$ cat src/rtl/csa_16bit.sv
// csa_16bit: 16-bit carry-select adder built from 4-bit ripple-carry slices.
// Slice 0 ripples from C_in. Slices 1-3 precompute results for carry-in 0
// and carry-in 1, then pick one using the carry from the slice below.
// The combinational sum feeds arithmetic datapaths directly. A registered
// copy is provided for pipelined consumers.
module csa_16bit (
  input  logic        clk,
  input  logic        rst,
  input  logic [15:0] A,
  input  logic [15:0] B,
  input  logic        C_in,
  output logic [15:0] S,
  output logic        C_out,
  output logic [15:0] S_q,
  output logic        C_out_q
);

  // One full adder; returns {cout, s}.
  function automatic logic [1:0] fa(input logic a, input logic b, input logic cin);
    logic s;
    logic cout;
    s    = a ^ b ^ cin;
    cout = (a & b) | (cin & (a ^ b));
    return {cout, s};
  endfunction

  // Four full adders rippling a carry; returns {cout, s[3:0]}.
  function automatic logic [4:0] rca4(input logic [3:0] a, input logic [3:0] b,
                                      input logic cin);
    logic [4:0] r;
    logic [1:0] f;
    logic       c;
    r = '0;
    c = cin;
    for (int i = 0; i < 4; i++) begin
      f    = fa(a[i], b[i], c);
      r[i] = f[0];
      c    = f[1];
    end
    r[4] = c;
    return r;
  endfunction

  // Slice 0: a plain ripple from C_in.
  logic [4:0] sl0;
  // Slices 1-3: both carry-in cases are computed in parallel.
  logic [4:0] sl1_c0, sl1_c1, sl1;
  logic [4:0] sl2_c0, sl2_c1, sl2;
  logic [4:0] sl3_c0, sl3_c1, sl3;
  // Carries between slices, named by the bit position they enter.
  logic       c4, c8, c12, c16;

  assign sl0    = rca4(A[3:0], B[3:0], C_in);
  assign c4     = sl0[4];

  assign sl1_c0 = rca4(A[7:4], B[7:4], 1'b0);
  assign sl1_c1 = rca4(A[7:4], B[7:4], 1'b1);
  assign sl1    = c4 ? sl1_c1 : sl1_c0;
  assign c8     = sl1[4];

  assign sl2_c0 = rca4(A[11:8], B[11:8], 1'b0);
  assign sl2_c1 = rca4(A[11:8], B[11:8], 1'b1);
  assign sl2    = c8 ? sl2_c1 : sl2_c0;
  assign c12    = sl2[4];

  assign sl3_c0 = rca4(A[15:12], B[15:12], 1'b0);
  assign sl3_c1 = rca4(A[15:12], B[15:12], 1'b1);
  assign sl3    = c12 ? sl3_c1 : sl3_c0;
  assign c16    = sl3[4];

  assign S      = {sl3[3:0], sl2[3:0], sl1[3:0], sl0[3:0]};
  assign C_out  = c16;

  // Capture the combinational result each clock; reset clears it at once.
  always_ff @(posedge clk or posedge rst) begin
    if (rst) begin
      S_q     <= 16'h0000;
      C_out_q <= 1'b0;
    end else begin
      S_q     <= S;
      C_out_q <= C_out;
    end
  end

endmodule

$ cat config.mk
export PLATFORM = sky130hd
export DESIGN_NAME = csa_16bit
export DESIGN_NICKNAME = d
export VERILOG_FILES = /design/src/rtl/csa_16bit.sv
export SDC_FILE = /design/constraint.sdc
export NUM_CORES = 1
export LEC_CHECK = 0
export BUFFER_PORTS_ARGS = -buffer_cell sky130_fd_sc_hd__clkbuf_2
export CAP_MARGIN = 30
export CORE_ASPECT_RATIO = 0.7
export CORE_UTILIZATION = 29
export CTS_CLUSTER_DIAMETER = 40
export DETAILED_ROUTE_END_ITERATION = 7
export HOLD_SLACK_MARGIN = 0.12
export MAX_ROUTING_LAYER = met4
export PLACE_DENSITY_LB_ADDON = 0.25
export SYNTH_ARGS = -nofsm -noshare
export SYNTH_HDL_FRONTEND = slang
export SYNTH_SLANG_ARGS = --single-unit
$ cat constraint.sdc
create_clock -name clk -period 16.6 [get_ports clk]
set_clock_uncertainty 0.2 [all_clocks]
set_input_delay 3.32 -clock clk [delete_from_list [all_inputs] [get_ports clk]]
set_output_delay 3.32 -clock clk [all_outputs]
set_load 0.05 [all_outputs]
# Word-level counts from Yosys, hierarchy flattened

Index checks and enable logic that the tools add are counted.

Memory bits (read-only): 0
Input port bits: 35
RAM bits: 0
Latch bits: 0
Output and inout bits: 34
Logic and storage cells: 109
Bits in registers: 17
Memories kept: 0

Shift-type cells: 0
Reductions and logical operators: 0
Eq/ne operators: 0
Order comparisons: 0
Divide/modulo/power cells: 0
Bitwise operators: 104
Add/sub/neg operators: 0
$mul: 0
Multiplexer cells: 3

Operator list:

| operator      | count |
|---|---|
| $and A1 B1 Y1 | 38 |
| $xor A1 B1 Y1 | 38 |
| $or A1 B1 Y1  | 25 |
| $mux W5       | 3 |
| $not A1 Y1    | 3 |

# Longest topological paths before layout

Gate-level depths: netlist of run 1.

Word-level depth: 12
Mapped depth: 24
Gate-level depth less buffers: 24

# Worst setup path before layout of run 1

OpenSTA, ideal clock, no wires.

Kind: input -> output
Start point: input A[0]
End point: output S[15]
Data arrival time: 8.627 ns
Buffers on the path: 0
Path slack: 4.453 ns
Stages on the path: 23
Data required time: 13.080 ns
Cells stage by stage: fa_1 > fa_1 > fa_1 > inv_1 > fa_1 > mux2i_1 > fa_1 > fa_1 > inv_1 > fa_1 > o21ai_0 > fa_1 > inv_1 > fa_1 > inv_1 > fa_1 > nor2_1 > a21oi_1 > fa_1 > fa_1 > inv_1 > fa_1 > inv_1

Cells in the longest elaborated chain, start to end: 12
Elaborated cells on any way between the ends: 13
Classes of those cells: mux: 3; bitwise: 10

Ends and longest elaborated chain:

| item            | RTL line | text |
|---|---|---|
| from (decl)     | 9        | `input logic [15:0] A,` |
| $xor A1 B1 Y1   | 23       | `cout = (a & b) \| (cin & (a ^ b));` |
| $and A1 B1 Y1   | 23       |  |
| $or A1 B1 Y1 *  | 23       |  |
| $and A1 B1 Y1 * | 23       |  |
| $or A1 B1 Y1 *  | 23       |  |
| $and A1 B1 Y1 * | 23       |  |
| $or A1 B1 Y1 *  | 23       |  |
| $and A1 B1 Y1 * | 23       |  |
| $or A1 B1 Y1 *  | 23       |  |
| $mux W5 *       | 58       | `assign sl1 = c4 ? sl1_c1 : sl1_c0;` |
| $mux W5 *       | 63       | `assign sl2 = c8 ? sl2_c1 : sl2_c0;` |
| $mux W5 *       | 68       | `assign sl3 = c12 ? sl3_c1 : sl3_c0;` |
| to (decl)       | 12       | `output logic [15:0] S,` |

Every way passes the cells marked *; elsewhere a longest branch is shown, timed or not.

# Worst setup path after layout of run 1

Ends and elaborated chain as after synthesis.

==> results of run 1 <==
[metrics by stage]
stage	hold WS (ns)	setup slack (ns)
after CTS	2.95	4.02
after detailed placement	3.22	4.04
final	2.93	4.10
after floorplan	3.05	4.45
after global routing	2.99	3.75
after global placement	3.22	4.11
[placed cells by master (no fill, tap or decap)]
cell type / count
inv_1: 26
a21oi_1: 1
mux2i_1: 1
ha_1: 6
xnor2_1: 2
nor2_1: 1
clkbuf_2: 68
clkbuf_8: 3
clkbuf_1: 1
xor2_1: 1
nand2_1: 1
fa_1: 13
o21ai_0: 1
dfrtp_1: 17
[routing by layer]
metal  share of wire  up-vias  GRT usage
li1                -      333          -
met3            0.11        2     0.0599
met2            0.50       41      0.202
met1            0.38      321      0.133
met5               0        -          -
met4          0.0064        0     0.0306
[critical path: cells and delay by family]
family / cells / cell delay, ns
AOI/OAI and AO/OA: 2 / 0.18
adders and majority gates: 13 / 4.46
buffers and inverters: 8 / 0.78
muxes: 1 / 0.11
and+or+nand+nor: 1 / 0.11
[power breakdown]
group | leakage [nW] | switching [mW] | internal (mW)
clock network | 0.0228 | 0.0129 | 0.0170
registers | 0.198 | 0.00201 | 0.0495
logic | 0.581 | 0.0767 | 0.0200
total | 0.801 | 0.0915 | 0.0865
[layout make-up]
| type | instances | area share |
|---|---|---|
| Sequential cell | 17 | 0.317 |
| Tap cell | 36 | 0.0336 |
| Timing Repair Buffer | 68 | 0.253 |
| Clock buffer | 4 | 0.0336 |
| Inverter | 26 | 0.0727 |
| Multi-Input combinational cell | 27 | 0.290 |
[sequential cells by signal (all words and copies together), names as in the netlist]
signal and count:
S_q 16, C_out_q 1
[path summary, 6_finish.rpt]
kind / cells after the start / endpoint
max: 25 / S[15]
min: 2 / S_q[3]
max in group asynchronous: 2 / S_q[12]
min in group clk: 2 / S_q[11]
[cell families after synthesis]
group,synth area share
buffers and inverters,0.107
AOI/OAI and AO/OA,0.0110
and+or+nand+nor,0.00822
DFF,0.466
muxes,0.0110
xor gates and xnor gates,0.0288
adders and majority gates,0.368
==> results.json, run 1 <==
{
  "ys_warn_count": 0,
  "portBuffers": 68,
  "synth_area_um2": 912,
  "grt_pass1_vias": 687,
  "drtAntennaViolNets": 0,
  "synthDistinctLibCells": 11,
  "antenna_cells": 0,
  "tightest_slew_ns": 0.624,
  "cp_slowest_cell": "fa_1",
  "placedCellCount": 174,
  "dp_hpwl_um": 1600,
  "dieArea_mm2": 0.00338,
  "cts_inserted_buffers": 3,
  "place.gp.congestion": 0.782,
  "wl_per_cell_um": 9.60,
  "crit_type": "input port to primary output",
  "synthTopCellsByCount": "26 x inv_1, 17 x dfrtp_1, 13 x fa_1",
  "fp.dieH_um": 48.9,
  "synthesis.nets": 124,
  "status": "finished clean",
  "min_path_type": "input port to asynchronous set/reset pin",
  "cts-root-buf": "clkbuf_8",
  "setup-tns-final_ns": 0,
  "rows": 16,
  "clk_pin_slew_ns": 0.06,
  "power_density_mw_per_mm2": 133,
  "post_cts_resized": 0,
  "setup_viol": 0,
  "dr.pass1.iters": 2,
  "ys_top_cells_by_area": "dfrtp_1 47%, fa_1 29%, inv_1 11%",
  "instances_no_fill": 178,
  "worstPathMaxFanout": 3,
  "grt_max_degree": 18,
  "via_per_inst": 3.92,
  "fin_crit_sh": 0.753,
  "ios": 69,
  "max_stage_delay_ns": 0.43,
  "syn_to_final_growth_pct": 47.2,
  "via_count": 697,
  "synth-edff-count": 0,
  "chipWidth_um": 69.0,
  "hold_viol": 0,
  "postCtsHoldBufs": 0,
  "cts_sinks": 17,
  "core_area_mm2": 0.00288,
  "yosys.area.top_type_share": 0.466,
  "async_flop_share": 1.00,
  "drv_slew": 0,
  "rsz0062_at_grt": "no",
  "ctsLongestPathBuffers": 2,
  "grt_pass1_wl_um": 3060,
  "drc_errors": 0,
  "ir_drop_mv": 0.0377,
  "power_mw": 0.178,
  "post-route-min-period_ns": 12.50,
  "routed_wl_um": 1710,
  "initial_core_util": 0.316,
  "p_leak_nw": 0.801,
  "nets": 197,
  "htreeDepth": 1,
  "utilization": 0.466,
  "end_kind": "primary output",
  "synth_cells": 70,
  "fill_cells": 284,
  "timing.critical_path.required_ns": 13.08,
  "layout.area.seq_um2": 425,
  "crit_path_start_kind": "input port",
  "cp-startpoint": "A[0]",
  "maxCapViolCount": 0,
  "synth_top_area_cell": "dfrtp_1",
  "max_freq_ghz": 0.0800,
  "antenna_found_initial": 0,
  "path_common_cell": "fa_1",
  "ys_ff_latch": 17,
  "synthFlopType": "dfrtp_1",
  "drt_iter0_markers": 19,
  "drive_above_1_share": 0.500,
  "crit_arrival_ns": 8.98,
  "post_cts_buffers": 0,
  "relSlewSlack": 0.584,
  "multiInputGateArea_um2": 389,
  "final_cell_area_mm2": 0.00134,
  "yosysSeqAreaShare": 0.466,
  "postSynthAreaPerCell_um2": 13.0,
  "yosysMostFrequentCell": "inv_1",
  "grt_use_total": 0.122,
  "cts_tree": "done",
  "grt_overflow": 0,
  "placed_cell_area_mm2": 0.00130
}
Power figures use the tool's default switching activity.
==> run 2, diff against run 1 <==
==> constraint.sdc (replaced) <==
create_clock -name clk -period 11.5 [get_ports clk]
set_clock_uncertainty 0.2 [all_clocks]
set_input_delay 2.3 -clock clk [delete_from_list [all_inputs] [get_ports clk]]
set_output_delay 2.3 -clock clk [all_outputs]
set_load 0.05 [all_outputs]
==> results.json, run 2 (synthesis results as in run 1) <==
{
  "status": "finished clean",
  "cts_inserted_buffers": 3,
  "grt_max_degree": 18,
  "postCtsHoldBufs": 0,
  "rows": 16,
  "dr.pass1.iters": 2,
  "post-route-min-period_ns": 10.53,
  "tightest_slew_ns": 0.634,
  "clockPowerShare": 0.164,
  "post_cts_resized": 0,
  "ctsLongestPathBuffers": 2,
  "fin_crit_sh": 0.915,
  "preCtsSetupSlack_ns": 0.932,
  "rsz0062_at_grt": "no",
  "via_count": 694,
  "drt_iter0_markers": 5,
  "grt_pass1_vias": 754,
  "maxCapViolCount": 0,
  "hold_viol": 0,
  "clk_pin_slew_ns": 0.06,
  "internal_power_mw": 0.125,
  "setup-tns-final_ns": 0,
  "power_mw": 0.256,
  "wl_per_cell_um": 9.44,
  "power_density_mw_per_mm2": 191,
  "relSlewSlack": 0.577,
  "grt_overflow": 0,
  "p_seq_frac": 0.289,
  "drv_slew": 0,
  "cts-root-buf": "clkbuf_8",
  "timing.critical_path.required_ns": 9.00,
  "top_register": "S_q",
  "crit_path_start_kind": "input port",
  "met3_length_um": 160,
  "chipWidth_um": 69.0,
  "wl_met2_um": 827,
  "setup_viol": 0,
  "dieArea_mm2": 0.00338,
  "fill_cells": 295,
  "routed_wl_um": 1680,
  "drive_above_1_share": 0.500,
  "ir_drop_mv": 0.0525,
  "p_switching_mw": 0.131,
  "max_freq_ghz": 0.0950,
  "combPwrFrac": 0.547,
  "post_cts_buffers": 0,
  "crit_type": "input port to primary output",
  "initial_core_util": 0.316,
  "final_common_cell": "clkbuf_2",
  "antenna_found_initial": 0,
  "setup_ws_ns": 0.974,
  "layout.area.seq_um2": 425,
  "core_area_mm2": 0.00288,
  "largest_reg_flops": 16,
  "cts_sinks": 17,
  "final_cell_mix": "68 x clkbuf_2, 26 x inv_1, 17 x dfrtp_1, 13 x fa_1, 6 x ha_1",
  "cts_tree": "done",
  "p_leak_nw": 0.801,
  "antenna_cells": 0,
  "end_kind": "primary output",
  "drc_errors": 0,
  "worstPathMaxFanout": 3,
  "sw_frac_of_total": 0.512,
  "cp-startpoint": "A[0]",
  "drt-met1-wl_um": 674,
  "place.gp.congestion": 0.766,
  "grt_pass1_wl_um": 3110,
  "placedCellCount": 174,
  "nets": 197,
  "crit_arrival_ns": 8.03,
  "min_path_type": "input port to asynchronous set/reset pin",
  "reg.largest.list": "S_q x16, C_out_q x1",
  "syn_to_final_growth_pct": 47.2,
  "ios": 69,
  "portBuffers": 68,
  "dp_hpwl_um": 1560,
  "top_layer": "met4",
  "multiInputGateArea_um2": 389,
  "htreeDepth": 1,
  "fp.dieH_um": 48.9,
  "instances_no_fill": 178,
  "grt_use_total": 0.122,
  "drtAntennaViolNets": 0,
  "via_per_inst": 3.90
}
-- run 2: cell counts in the layout (fill, tap and decap cells not counted) --
No cell type changed its count.
-- run 2: metal layers --
metal	track usage	vias to the layer above
li1	-	339
met1	0.135	315
met2	0.202	38
met3	0.0496	2
met4	0.0408	0
met5	-	-
-- run 2: path summary, 6_finish.rpt --
check,endpoint,depth (start not counted)
min,S_q[4],2
max in group asynchronous,S_q[12],2
max,S[15],25
min in group clk,S_q[11],2
-- run 2: worst max-delay path, stage by stage --
cell	delay, ns
clkbuf_2	0.09
fa_1	0.42
fa_1	0.39
fa_1	0.37
inv_1	0.07
fa_1	0.23
mux2i_1	0.11
fa_1	0.39
fa_1	0.37
inv_1	0.08
fa_1	0.22
o21ai_0	0.12
fa_1	0.38
inv_1	0.08
fa_1	0.15
inv_1	0.06
fa_1	0.42
nor2_1	0.11
a21oi_1	0.06
fa_1	0.39
fa_1	0.37
inv_1	0.08
fa_1	0.41
inv_1	0.08
clkbuf_2	0.27
-- run 2: stage by stage --
stage / cell area, um^2 / hold WS (ns) / util
after detailed placement: 1300 / 2.21 / 0.450
after global routing: 1340 / 1.95 / 0.466
after global placement: 1300 / 2.19 / 0.450
final: 1340 / 1.92 / 0.466
after CTS: 1340 / 1.94 / 0.466
after floorplan: 912 / 2.03 / -
-- run 2: area by class of cell --
class	instances	area share
clock buffer	4	0.0336
timing repair buffer	68	0.253
multi-input combinational	27	0.290
sequential	17	0.317
tap	36	0.0336
inverter	26	0.0727
-- run 2: power by group through the flow --
stage               combinational [mW]  sequential (mW)  clock [mW]
floorplan                       0.0671            0.119           0
global placement                 0.140           0.0753           0
detailed placement               0.142           0.0754           0
CTS                              0.142           0.0743      0.0446
global route                     0.149           0.0758      0.0474
finish                           0.140           0.0741      0.0420
